==> src/rtl/instr_loader_pkg.sv <==
// rtl/instr_loader_pkg.sv - shared types and constants for the program loader
// Contents:
//   state_t    : loader FSM states
//   WORD_BYTES : bytes per instruction word
//   HDR_BYTES  : bytes in the little-endian word-count header
package instr_loader_pkg;

  typedef enum logic [2:0] {
    ST_IDLE  = 3'd0,
    ST_HDR   = 3'd1,
    ST_LOAD  = 3'd2,
    ST_WRITE = 3'd3,
    ST_DONE  = 3'd4,
    ST_ERROR = 3'd5
  } state_t;

  localparam int WORD_BYTES = 4;
  localparam int HDR_BYTES  = 2;

endpackage

==> src/rtl/instr_loader_if.sv <==
// rtl/instr_loader_if.sv - host byte stream and instruction-memory write bundle
// Signals:
//   byte_valid/byte_data/byte_ready : host byte handshake
//   mem_write/mem_addr/mem_data     : synchronous memory write port
// Modports:
//   master : the loader (consumes bytes, drives the memory write)
//   slave  : host link plus instruction memory
interface instr_loader_if;

  logic        byte_valid;
  logic [7:0]  byte_data;
  logic        byte_ready;
  logic        mem_write;
  logic [31:0] mem_addr;
  logic [31:0] mem_data;

  modport master (
    input  byte_valid,
    input  byte_data,
    output byte_ready,
    output mem_write,
    output mem_addr,
    output mem_data
  );

  modport slave (
    output byte_valid,
    output byte_data,
    input  byte_ready,
    input  mem_write,
    input  mem_addr,
    input  mem_data
  );

endinterface

==> src/rtl/instr_loader_byte_packer.sv <==
// rtl/instr_loader_byte_packer.sv - little-endian byte-to-word packer
// Ports:
//   clk, rst   : clock, synchronous active-high reset
//   clear      : restart packing at byte 0
//   in_valid   : a byte is accepted this cycle
//   in_data    : the accepted byte
//   word_next  : current word with in_data inserted at the current byte slot
//   word_full  : the accepted byte completes the word
module byte_packer
  import instr_loader_pkg::*;
(
  input  logic        clk,
  input  logic        rst,
  input  logic        clear,
  input  logic        in_valid,
  input  logic [7:0]  in_data,
  output logic [31:0] word_next,
  output logic        word_full
);

  logic [31:0] word;
  logic [1:0]  byte_idx;

  always_comb begin
    word_next = word;
    word_next[8*byte_idx +: 8] = in_data;
    word_full = in_valid && (byte_idx == 2'(WORD_BYTES - 1));
  end

  // The counter wraps 3 -> 0 on its own, so the next word starts at the LSB.
  always_ff @(posedge clk) begin
    if (rst || clear) begin
      word     <= '0;
      byte_idx <= '0;
    end else if (in_valid) begin
      word     <= word_next;
      byte_idx <= byte_idx + 2'd1;
    end
  end

endmodule

==> src/rtl/instr_loader.sv <==
// rtl/instr_loader.sv - fills instruction memory from a host byte stream
// Parameters:
//   DEPTH     : instruction memory size in words (max loadable count)
//   BASE_ADDR : byte address of the first word, 4-byte aligned
// Ports:
//   clk, rst  : clock, synchronous active-high reset
//   start     : begins a load from IDLE, DONE or ERROR
//   bus       : byte handshake in, memory write out
//   busy      : load in progress, core stalls
//   done      : sticky, load completed
//   error     : sticky, header count exceeded DEPTH
module instr_loader
  import instr_loader_pkg::*;
#(
  parameter int          DEPTH     = 256,
  parameter logic [31:0] BASE_ADDR = 32'h0000_0000
) (
  input  logic         clk,
  input  logic         rst,
  input  logic         start,
  instr_loader_if.master bus,
  output logic         busy,
  output logic         done,
  output logic         error
);

  localparam logic [16:0] DEPTH_W = 17'(DEPTH);

  state_t      state;
  logic        hdr_cnt;
  logic [7:0]  hdr_lo;
  logic [15:0] n_words;
  logic [15:0] idx;
  logic [15:0] idx_next;
  logic [15:0] hdr_n;
  logic        fire;
  logic        load_fire;
  logic        start_take;
  logic [31:0] word_next;
  logic        word_full;

  assign fire       = bus.byte_valid && bus.byte_ready;
  assign load_fire  = fire && (state == ST_LOAD);
  assign start_take = start &&
                      ((state == ST_IDLE) || (state == ST_DONE) || (state == ST_ERROR));
  assign idx_next   = idx + 16'd1;
  assign hdr_n      = {bus.byte_data, hdr_lo};

  byte_packer u_packer (
    .clk       (clk),
    .rst       (rst),
    .clear     (start_take),
    .in_valid  (load_fire),
    .in_data   (bus.byte_data),
    .word_next (word_next),
    .word_full (word_full)
  );

  // byte_ready is registered, so every transition sets it for the state
  // being entered; this keeps it low in the WRITE cycle after the 4th byte.
  always_ff @(posedge clk) begin
    if (rst) begin
      state          <= ST_IDLE;
      bus.byte_ready <= 1'b0;
      bus.mem_write  <= 1'b0;
      bus.mem_addr   <= BASE_ADDR;
      bus.mem_data   <= '0;
      busy           <= 1'b0;
      done           <= 1'b0;
      error          <= 1'b0;
      hdr_cnt        <= 1'b0;
      hdr_lo         <= '0;
      n_words        <= '0;
      idx            <= '0;
    end else begin
      bus.mem_write <= 1'b0;
      case (state)
        ST_IDLE, ST_DONE, ST_ERROR: begin
          if (start) begin
            state          <= ST_HDR;
            bus.byte_ready <= 1'b1;
            bus.mem_addr   <= BASE_ADDR;
            busy           <= 1'b1;
            done           <= 1'b0;
            error          <= 1'b0;
            hdr_cnt        <= 1'b0;
            idx            <= '0;
          end
        end

        ST_HDR: begin
          if (fire) begin
            if (hdr_cnt != 1'(HDR_BYTES - 1)) begin
              hdr_lo  <= bus.byte_data;
              hdr_cnt <= 1'b1;
            end else begin
              n_words <= hdr_n;
              if (hdr_n == 16'd0) begin
                state          <= ST_DONE;
                bus.byte_ready <= 1'b0;
                busy           <= 1'b0;
                done           <= 1'b1;
              end else if ({1'b0, hdr_n} > DEPTH_W) begin
                state          <= ST_ERROR;
                bus.byte_ready <= 1'b0;
                busy           <= 1'b0;
                error          <= 1'b1;
              end else begin
                state <= ST_LOAD;
              end
            end
          end
        end

        ST_LOAD: begin
          if (word_full) begin
            state          <= ST_WRITE;
            bus.byte_ready <= 1'b0;
            bus.mem_write  <= 1'b1;
            bus.mem_data   <= word_next;
          end
        end

        ST_WRITE: begin
          idx          <= idx_next;
          bus.mem_addr <= bus.mem_addr + 32'd4;
          if (idx_next == n_words) begin
            state <= ST_DONE;
            busy  <= 1'b0;
            done  <= 1'b1;
          end else begin
            state          <= ST_LOAD;
            bus.byte_ready <= 1'b1;
          end
        end

        default: begin
          state          <= ST_IDLE;
          bus.byte_ready <= 1'b0;
          busy           <= 1'b0;
        end
      endcase
    end
  end

endmodule

==> src/flat_wrapper.sv <==
// flat-port wrapper written by rule: the top's interface ports become plain ports
module instr_loader_flat import instr_loader_pkg::*;
#(
  parameter int          DEPTH     = 256,
  parameter logic [31:0] BASE_ADDR = 32'h0000_0000
)
  (clk, rst, start, busy, done, error, bus_byte_valid, bus_byte_data, bus_byte_ready, bus_mem_write, bus_mem_addr, bus_mem_data);
  instr_loader_if bus_i ();
  input  logic clk;
  input  logic rst;
  input  logic start;
  output logic busy;
  output logic done;
  output logic error;
  input wire logic [$bits(bus_i.byte_valid)-1:0] bus_byte_valid;
  input wire logic [$bits(bus_i.byte_data)-1:0] bus_byte_data;
  output wire logic [$bits(bus_i.byte_ready)-1:0] bus_byte_ready;
  output wire logic [$bits(bus_i.mem_write)-1:0] bus_mem_write;
  output wire logic [$bits(bus_i.mem_addr)-1:0] bus_mem_addr;
  output wire logic [$bits(bus_i.mem_data)-1:0] bus_mem_data;
  assign bus_i.byte_valid = bus_byte_valid;
  assign bus_i.byte_data = bus_byte_data;
  assign bus_byte_ready = bus_i.byte_ready;
  assign bus_mem_write = bus_i.mem_write;
  assign bus_mem_addr = bus_i.mem_addr;
  assign bus_mem_data = bus_i.mem_data;
  instr_loader #(.DEPTH(DEPTH), .BASE_ADDR(BASE_ADDR)) u_core (.clk(clk), .rst(rst), .start(start), .bus(bus_i), .busy(busy), .done(done), .error(error));
endmodule
==> config.mk <==
export PLATFORM = sky130hd
export DESIGN_NAME = instr_loader_flat
export DESIGN_NICKNAME = d
export VERILOG_FILES = /design/src/rtl/instr_loader_pkg.sv /design/src/rtl/instr_loader_if.sv /design/src/rtl/instr_loader_byte_packer.sv /design/src/rtl/instr_loader.sv /design/src/flat_wrapper.sv
export SDC_FILE = /design/constraint.sdc
export NUM_CORES = 1
export LEC_CHECK = 0
export BUFFER_PORTS_ARGS = -buffer_cell sky130_fd_sc_hd__buf_2
export CAP_MARGIN = 10
export CORE_ASPECT_RATIO = 1.1
export CORE_UTILIZATION = 45
export DETAILED_ROUTE_END_ITERATION = 6
export PLACE_DENSITY = 0.67
export SYNTH_ARGS = -nofsm -noshare
export SYNTH_HDL_FRONTEND = slang
export SYNTH_SLANG_ARGS = --single-unit
export TNS_END_PERCENT = 1
==> constraint.sdc <==
create_clock -name clk -period 3.5 [get_ports clk]
set_input_delay 0.525 -clock clk [delete_from_list [all_inputs] [get_ports clk]]
set_output_delay 0.525 -clock clk [all_outputs]
set_load 0.05 [all_outputs]
==> results of run 1 <==
[report_power, final]
part           switching, W  internal [W]  total (W)
sequential       0.00000571       0.00157    0.00157
clock              0.000683       0.00108    0.00177
combinational      0.000100     0.0000283   0.000128
[cell families (layout without fill, tap and decap cells)]
family | Yosys count | after routing | synth area share [%]
xor+xnor | 21 | 21 | 2.903
compound gates | 191 | 191 | 18.78
simple gates | 325 | 325 | 25.14
other cells | 1 | 2 | 0.05918
mux | 29 | 29 | 4.660
buf+inv | 60 | 132 | 3.791
fa+ha+maj | 7 | 7 | 1.382
flops | 137 | 137 | 43.29
[cell usage after synthesis, drive strengths merged, types with 6 or more instances]
master and instances:
ha 7, xnor2 12, nor2 124, mux2i 25, nor4 10, or3 12, nand2 65, nand4 11
buf 9, a311oi 7, a21oi 77, o21ai 21, nor2b 26, and2 7, xor2 9, dfxtp 137
a31oi 12, o211ai 6, and3 10, nand3 26, clkbuf 40, a211oi 51, inv 11, nor3 13
[registers in the layout (all words and copies together) (netlist names)]
signal	flops
u_core.error	1
u_core.u_packer.byte_idx	2
u_core.bus.mem_write	1
u_core.bus.mem_data	32
u_core.idx	16
u_core.bus.mem_addr	30
u_core.bus.byte_ready	1
u_core.state	3
u_core.n_words	16
u_core.u_packer.word	24
u_core.done	1
u_core.hdr_cnt	1
u_core.busy	1
u_core.hdr_lo	8
[layer usage]
metal	part of all wire, %	up-vias
met3	5.7	27
met1	44	2693
li1	-	2866
met2	48	160
met4	2.4	0
met5	0	-
[through the flow]
step                      util (%)  instance area, sq um
after floorplan                  -                  6340
after global placement       49.78                  6867
after detailed placement     49.78                  6867
after CTS                    54.00                  7450
after global routing         54.00                  7450
final                        54.00                  7450
[final cells by class]
class	instances	area (sq um)	share of cell area, %
timing repair buffer	89	475.5	6.382
tap	188	235.2	3.158
multi-input combinational	575	3372	45.26
clock inverter	11	122.6	1.646
inverter	11	41.29	0.5542
sequential	137	2743	36.82
clock buffer	21	460.4	6.181
[worst min-delay path, delay by kind of cell]
kind                   cells  cell delay, ns
and+or+nand+nor            1            0.07
AOI/OAI and AO/OA          1            0.05
buffers and inverters      1            0.16
[final timing paths]
check	startpoint	end	slack [ns]	cells past startpoint
worst max-delay path	u_core.idx[0]$_SDFFE_PP0P_	u_core.busy$_SDFFE_PP0P_	0.88	8
worst min-delay path	bus_byte_data[3]	u_core.bus.mem_data[27]$_SDFFE_PP0P_	0.43	3
worst max register to register	u_core.idx[0]$_SDFFE_PP0P_	u_core.busy$_SDFFE_PP0P_	0.88	8
worst min register to register	u_core.bus.mem_data[25]$_SDFFE_PP0P_	u_core.bus.mem_data[25]$_SDFFE_PP0P_	0.45	2
==> out/metrics.cfg, run 1 <==
[timing]
setup_tns_ns=0
timing.hold.ws_ns=0.4320
finalSetupViolations=0
fin_ws_ns=0.8754
skew_ns=0.008513
max_freq_mhz=381.0
worst_pin_slew_ns=0.8798
min_period_ns=2.625
slew_violations=0
rsz0062_at_grt=false
hold_viol=0
period_share_pct=74.99
slew-limit-headroom_pct=40.89

[logic_synthesis]
synth-edff-count=0
synth_top_area_share_pct=43.29
ys.flop_type=dfxtp_1
ys_ff_latch=137
netlist_instances=771
avgSynthCellArea_sq_um=8.218
synth_cell_types=55
yosysWarnings=0
yosys-top-cells-area=dfxtp_1 43%, nor2_1 7.3%, a21oi_1 6.1%, a211oi_1 6.0%, mux2i_1 3.9%
syn_area_sq_um=6336
synth_top_cell_by_area=dfxtp_1
ys_seq_area_share_pct=43.29
async_flop_share_pct=0

[power_and_ir_drop]
p_leak_nw=2.705
vdd_ir_drop_max_mv=0.3112
finalPower_w=0.003465
p_per_area_nw_per_um2=465.1

[routing]
antenna_left=0
vias=5746
viasPerCell=5.568
detail_route.wl_per_cell_um=15.35
wirelength_mm=15.84
first_pass_iters=5
route.detailed.drc=0
drt-initial-drc-count=278

[flow_run]
drv_cap=0

[cells_and_area]
num_antenna_cells=0
final.fill_count=1280
drive_above_1_share_pct=16.47
final_cells=1032
final_cell_mix=137 x dfxtp_1, 123 x nor2_1, 77 x a21oi_1, 77 x buf_2, 65 x nand2_1
mostFrequentLayoutCell=dfxtp_1
area_growth_pct=17.57
nets=850

[worst_setup_path]
crit_slowest_cell=dfxtp_1
path_cells=ha_1 -> nand3_1 -> nor3_1 -> nand4_1 -> xnor2_1 -> nor4_1 -> nand3_1 -> and3_1
crit_family=simple AND/OR/NAND/NOR gates
crit_arrival_ns=2.94
worstPathRequired_ns=3.82
setup.worst_path.start_class=flop
cp_max_fo=8
cp_common_cell=nand3_1
end_kind=flop
critPathBufInv=0
max_stage_delay_ns=0.47
worst-setup-path-type=flop to flop

[floorplan]
die_w_um=115.1
start_util_pct=45.93
io_pins=81
core-area_sq_um=13790
die_area_sq_um=14560
die_h_um=126.5
num_rows=45

[place]
dpl_worst_slack_ns=0.9346
dp_cells=1000
gp_congestion=0.8643
port_buffers=78
hpwlAfterDp_mm=10.78

[clocking]
clockBufferDepth=2
cts_tree=yes
cts_buffers=17
cts_sinks=137
h-tree-depth=4
path_clk_slew_ns=0.06
clkLatencyLatePin_ns=0.43
post_cts_buffers=0
cts-root-buf=clkbuf_16
post_cts_resized=0
hold_buffers=0

[grt]
grt_busiest_layer=met2
grt_pass1_wl_mm=25.92
use_met3_pct=5.733
grt_max_degree=52
grt_overflow=0
met1_usage_pct=27.11
grt_pass1_vias=5201
antenna_found_initial=0
grt_usage_pct=22.65
met2_usage_pct=38.09

[min_path]
worstHoldPathType=input pin to flop

[status]
status=complete, no violations

No activity file was read; power rests on OpenSTA's default activity.
==> run 2, diff against run 1 <==
--- a/config.mk
+++ b/config.mk
@@ -10,7 +10,7 @@
 export CORE_ASPECT_RATIO = 1.1
 export CORE_UTILIZATION = 45
 export DETAILED_ROUTE_END_ITERATION = 6
-export PLACE_DENSITY = 0.67
+export PLACE_DENSITY = 0.69
 export SYNTH_ARGS = -nofsm -noshare
 export SYNTH_HDL_FRONTEND = slang
 export SYNTH_SLANG_ARGS = --single-unit
==> constraint.sdc (replaced) <==
create_clock -name clk -period 2.22 [get_ports clk]
set_input_delay 0.333 -clock clk [delete_from_list [all_inputs] [get_ports clk]]
set_output_delay 0.333 -clock clk [all_outputs]
set_load 0.05 [all_outputs]
==> run 2 against run 1 <==
The flow now finishes with violations (design-rule violations); power up 51%; critical path depth is 2 lower; sequential cell count unchanged; maximum frequency up 27%; hold slack worse by 0.19 ns; critical path type unchanged; critical endpoint is now u_core.bus.mem_addr[30]$_SDFFE_PP0P_.
==> out/metrics.cfg, run 2 (same netlist as run 1, synthesis figures left out) <==
[floorplan]
start_util_pct=45.93  ; unchanged
die_h_um=126.5  ; unchanged
io_pins=81  ; unchanged
num_rows=45  ; unchanged
core-area_sq_um=13790  ; unchanged
die_w_um=115.1  ; unchanged
die_area_sq_um=14560  ; unchanged

[cells_and_area]
mostFrequentLayoutCell=dfxtp_1  ; unchanged
nets=889  ; was 850
num_antenna_cells=0  ; unchanged
top_register=u_core.bus.mem_data  ; unchanged
final.fill_count=1306  ; was 1280
largest_reg_flops=32  ; unchanged
reg.largest.list=u_core.bus.mem_data x32, u_core.bus.mem_addr x30, u_core.u_packer.word x24  ; unchanged
final_cells=1071  ; was 1032
area_growth_pct=22.16  ; was 17.57%
drive_above_1_share_pct=21.74  ; was 16.47%
fin_area_sq_um=7740  ; was 7450 sq um
final_cell_mix=124 x dfxtp_1, 123 x nor2_1, 77 x a21oi_1, 77 x buf_2, 65 x nand2_1  ; was 137 x dfxtp_1, 123 x nor2_1, 77 x a21oi_1, 77 x buf_2, 65 x nand2_1

[status]
status=complete, but fails checks  ; was complete, no violations
violations=design-rule violations

[worst_setup_path]
crit_slowest_cell=or4_1  ; was dfxtp_1
path_cells=and4_1 -> and3_2 -> nand2_1 -> or3_4 -> or4_1 -> a21oi_1  ; was ha_1 -> nand3_1 -> nor3_1 -> nand4_1 -> xnor2_1 -> nor4_1 -> nand3_1 -> and3_1
crit_arrival_ns=2.42  ; was 2.94 ns
cp_max_fo=8  ; unchanged
worst-setup-path-type=flop to flop  ; unchanged
worstPathRequired_ns=2.57  ; was 3.82 ns
max_stage_delay_ns=0.48  ; was 0.47 ns
setup.worst_path.start_class=flop  ; unchanged
end_kind=flop  ; unchanged

[power_and_ir_drop]
p_leak_nw=2.884  ; was 2.705 nW
p_per_area_nw_per_um2=675.5  ; was 465.1 nW/um^2
vdd_ir_drop_max_mv=0.5060  ; was 0.3112 mV

[timing]
worst_pin_slew_ns=0.5323  ; was 0.8798 ns
skew_ns=0.004264  ; was 0.008513 ns
hold_viol=0  ; unchanged
setup_tns_ns=0  ; unchanged
slew-limit-headroom_pct=64.43  ; was 40.89%
period_share_pct=93.16  ; was 74.99%
fin_ws_ns=0.1517  ; was 0.8754 ns
max_freq_mhz=483.5  ; was 381.0 MHz
finalSetupViolations=0  ; unchanged
min_period_ns=2.068  ; was 2.625 ns
slew_violations=0  ; unchanged

[place]
port_buffers=78  ; unchanged
dp_cells=1037  ; was 1000
hpwlAfterDp_mm=10.79  ; was 10.78 mm
placed_cell_area_sq_um=7186  ; was 6867 sq um
dpl_worst_slack_ns=0.1148  ; was 0.9346 ns
gp_congestion=0.8654  ; was 0.8643

[routing]
vias=5873  ; was 5746
antenna_left=0  ; unchanged
detail_route.wl_per_cell_um=14.72  ; was 15.35 um
viasPerCell=5.484  ; was 5.568
first_pass_iters=7  ; was 5
route.detailed.drc=2  ; was 0
drt-initial-drc-count=405  ; was 278
wirelength_mm=15.77  ; was 15.84 mm

[grt]
antenna_found_initial=0  ; unchanged
grt_pass1_wl_mm=26.05  ; was 25.92 mm
grt_overflow=0  ; unchanged
grt_usage_pct=22.75  ; was 22.65%
grt_pass1_vias=5338  ; was 5201
grt_max_degree=70  ; was 52

[clocking]
cts-root-buf=clkbuf_16  ; unchanged
cts_buffers=17  ; unchanged
clkLatencyLatePin_ns=0.42  ; was 0.43 ns
cts_tree=yes  ; unchanged
path_clk_slew_ns=0.06  ; about the same
clockBufferDepth=2  ; unchanged
h-tree-depth=4  ; unchanged
cts_sinks=137  ; unchanged

[flow_run]
drv_cap=0  ; unchanged

[min_path]
worstHoldPathType=input pin to flop  ; unchanged

## run 2: cell count changes in the layout (fill, tap and decap cells not counted), sizes merged
cell    before  now
clkbuf      21   22
inv         11   13
clkinv       5    4
bufinv       2    0
buf         89  128
## run 2: cell type report
class / count / area (sq um) / share of cell area [%]
timing repair buffer: 128 / 793.3 / 10.25
tap: 188 / 235.2 / 3.039
sequential: 137 / 2759 / 35.65
multi-input combinational: 575 / 3386 / 43.74
clock inverter: 10 / 71.32 / 0.9214
inverter: 11 / 41.29 / 0.5335
clock buffer: 22 / 454.2 / 5.868
## run 2: timing repair
action,CTS,global route
setup buffers,0,2
gates resized for setup,0,3
hold buffers,0,0
endpoints found under the setup margin,0,2
## run 2: worst max-delay path: cells and delay by family, from the launching register on
kind	cells	cell delay [ns]
AND/OR/NAND/NOR	5	1.47
flip-flops	1	0.39
AO/OA/AOI/OAI	1	0.14
## run 2: report_power, final
part / internal [W] / switching (W)
Sequential: 0.00247 / 0.00000674
Combinational: 0.0000626 / 0.000165
Clock: 0.00146 / 0.00107
## run 2: layer usage
layer	vias up	wire length (um)	track usage [%]
met5	-	43	2.105
met4	2	282	8.633
met3	26	746	5.065
met2	176	7553	38.31
met1	2723	7140	27.99
li1	2946	-	-
## run 2: worst paths after layout
kind | start | to | slack, ns | depth (start not counted)
min | bus_byte_data[0] | u_core.bus.mem_data[24]$_SDFFE_PP0P_ | 0.25 | 3
min reg2reg | u_core.bus.mem_data[31]$_SDFFE_PP0P_ | u_core.bus.mem_data[31]$_SDFFE_PP0P_ | 0.45 | 2
max reg2reg | u_core.bus.mem_addr[17]$_SDFFE_PP0P_ | u_core.bus.mem_addr[30]$_SDFFE_PP0P_ | 0.15 | 6
max | u_core.bus.mem_addr[17]$_SDFFE_PP0P_ | u_core.bus.mem_addr[30]$_SDFFE_PP0P_ | 0.15 | 6
## run 2: metrics by stage
stage / utilization [%] / hold WS (ns) / total power [W]
final: 56.11 / 0.2454 / 0.005228
after global routing: 56.11 / 0.2423 / 0.005403
after CTS: 55.90 / 0.2383 / 0.005266
after detailed placement: 52.09 / 0.4456 / 0.002756
after global placement: 52.09 / 0.4443 / 0.002756
after floorplan: - / 0.4609 / 0.002657
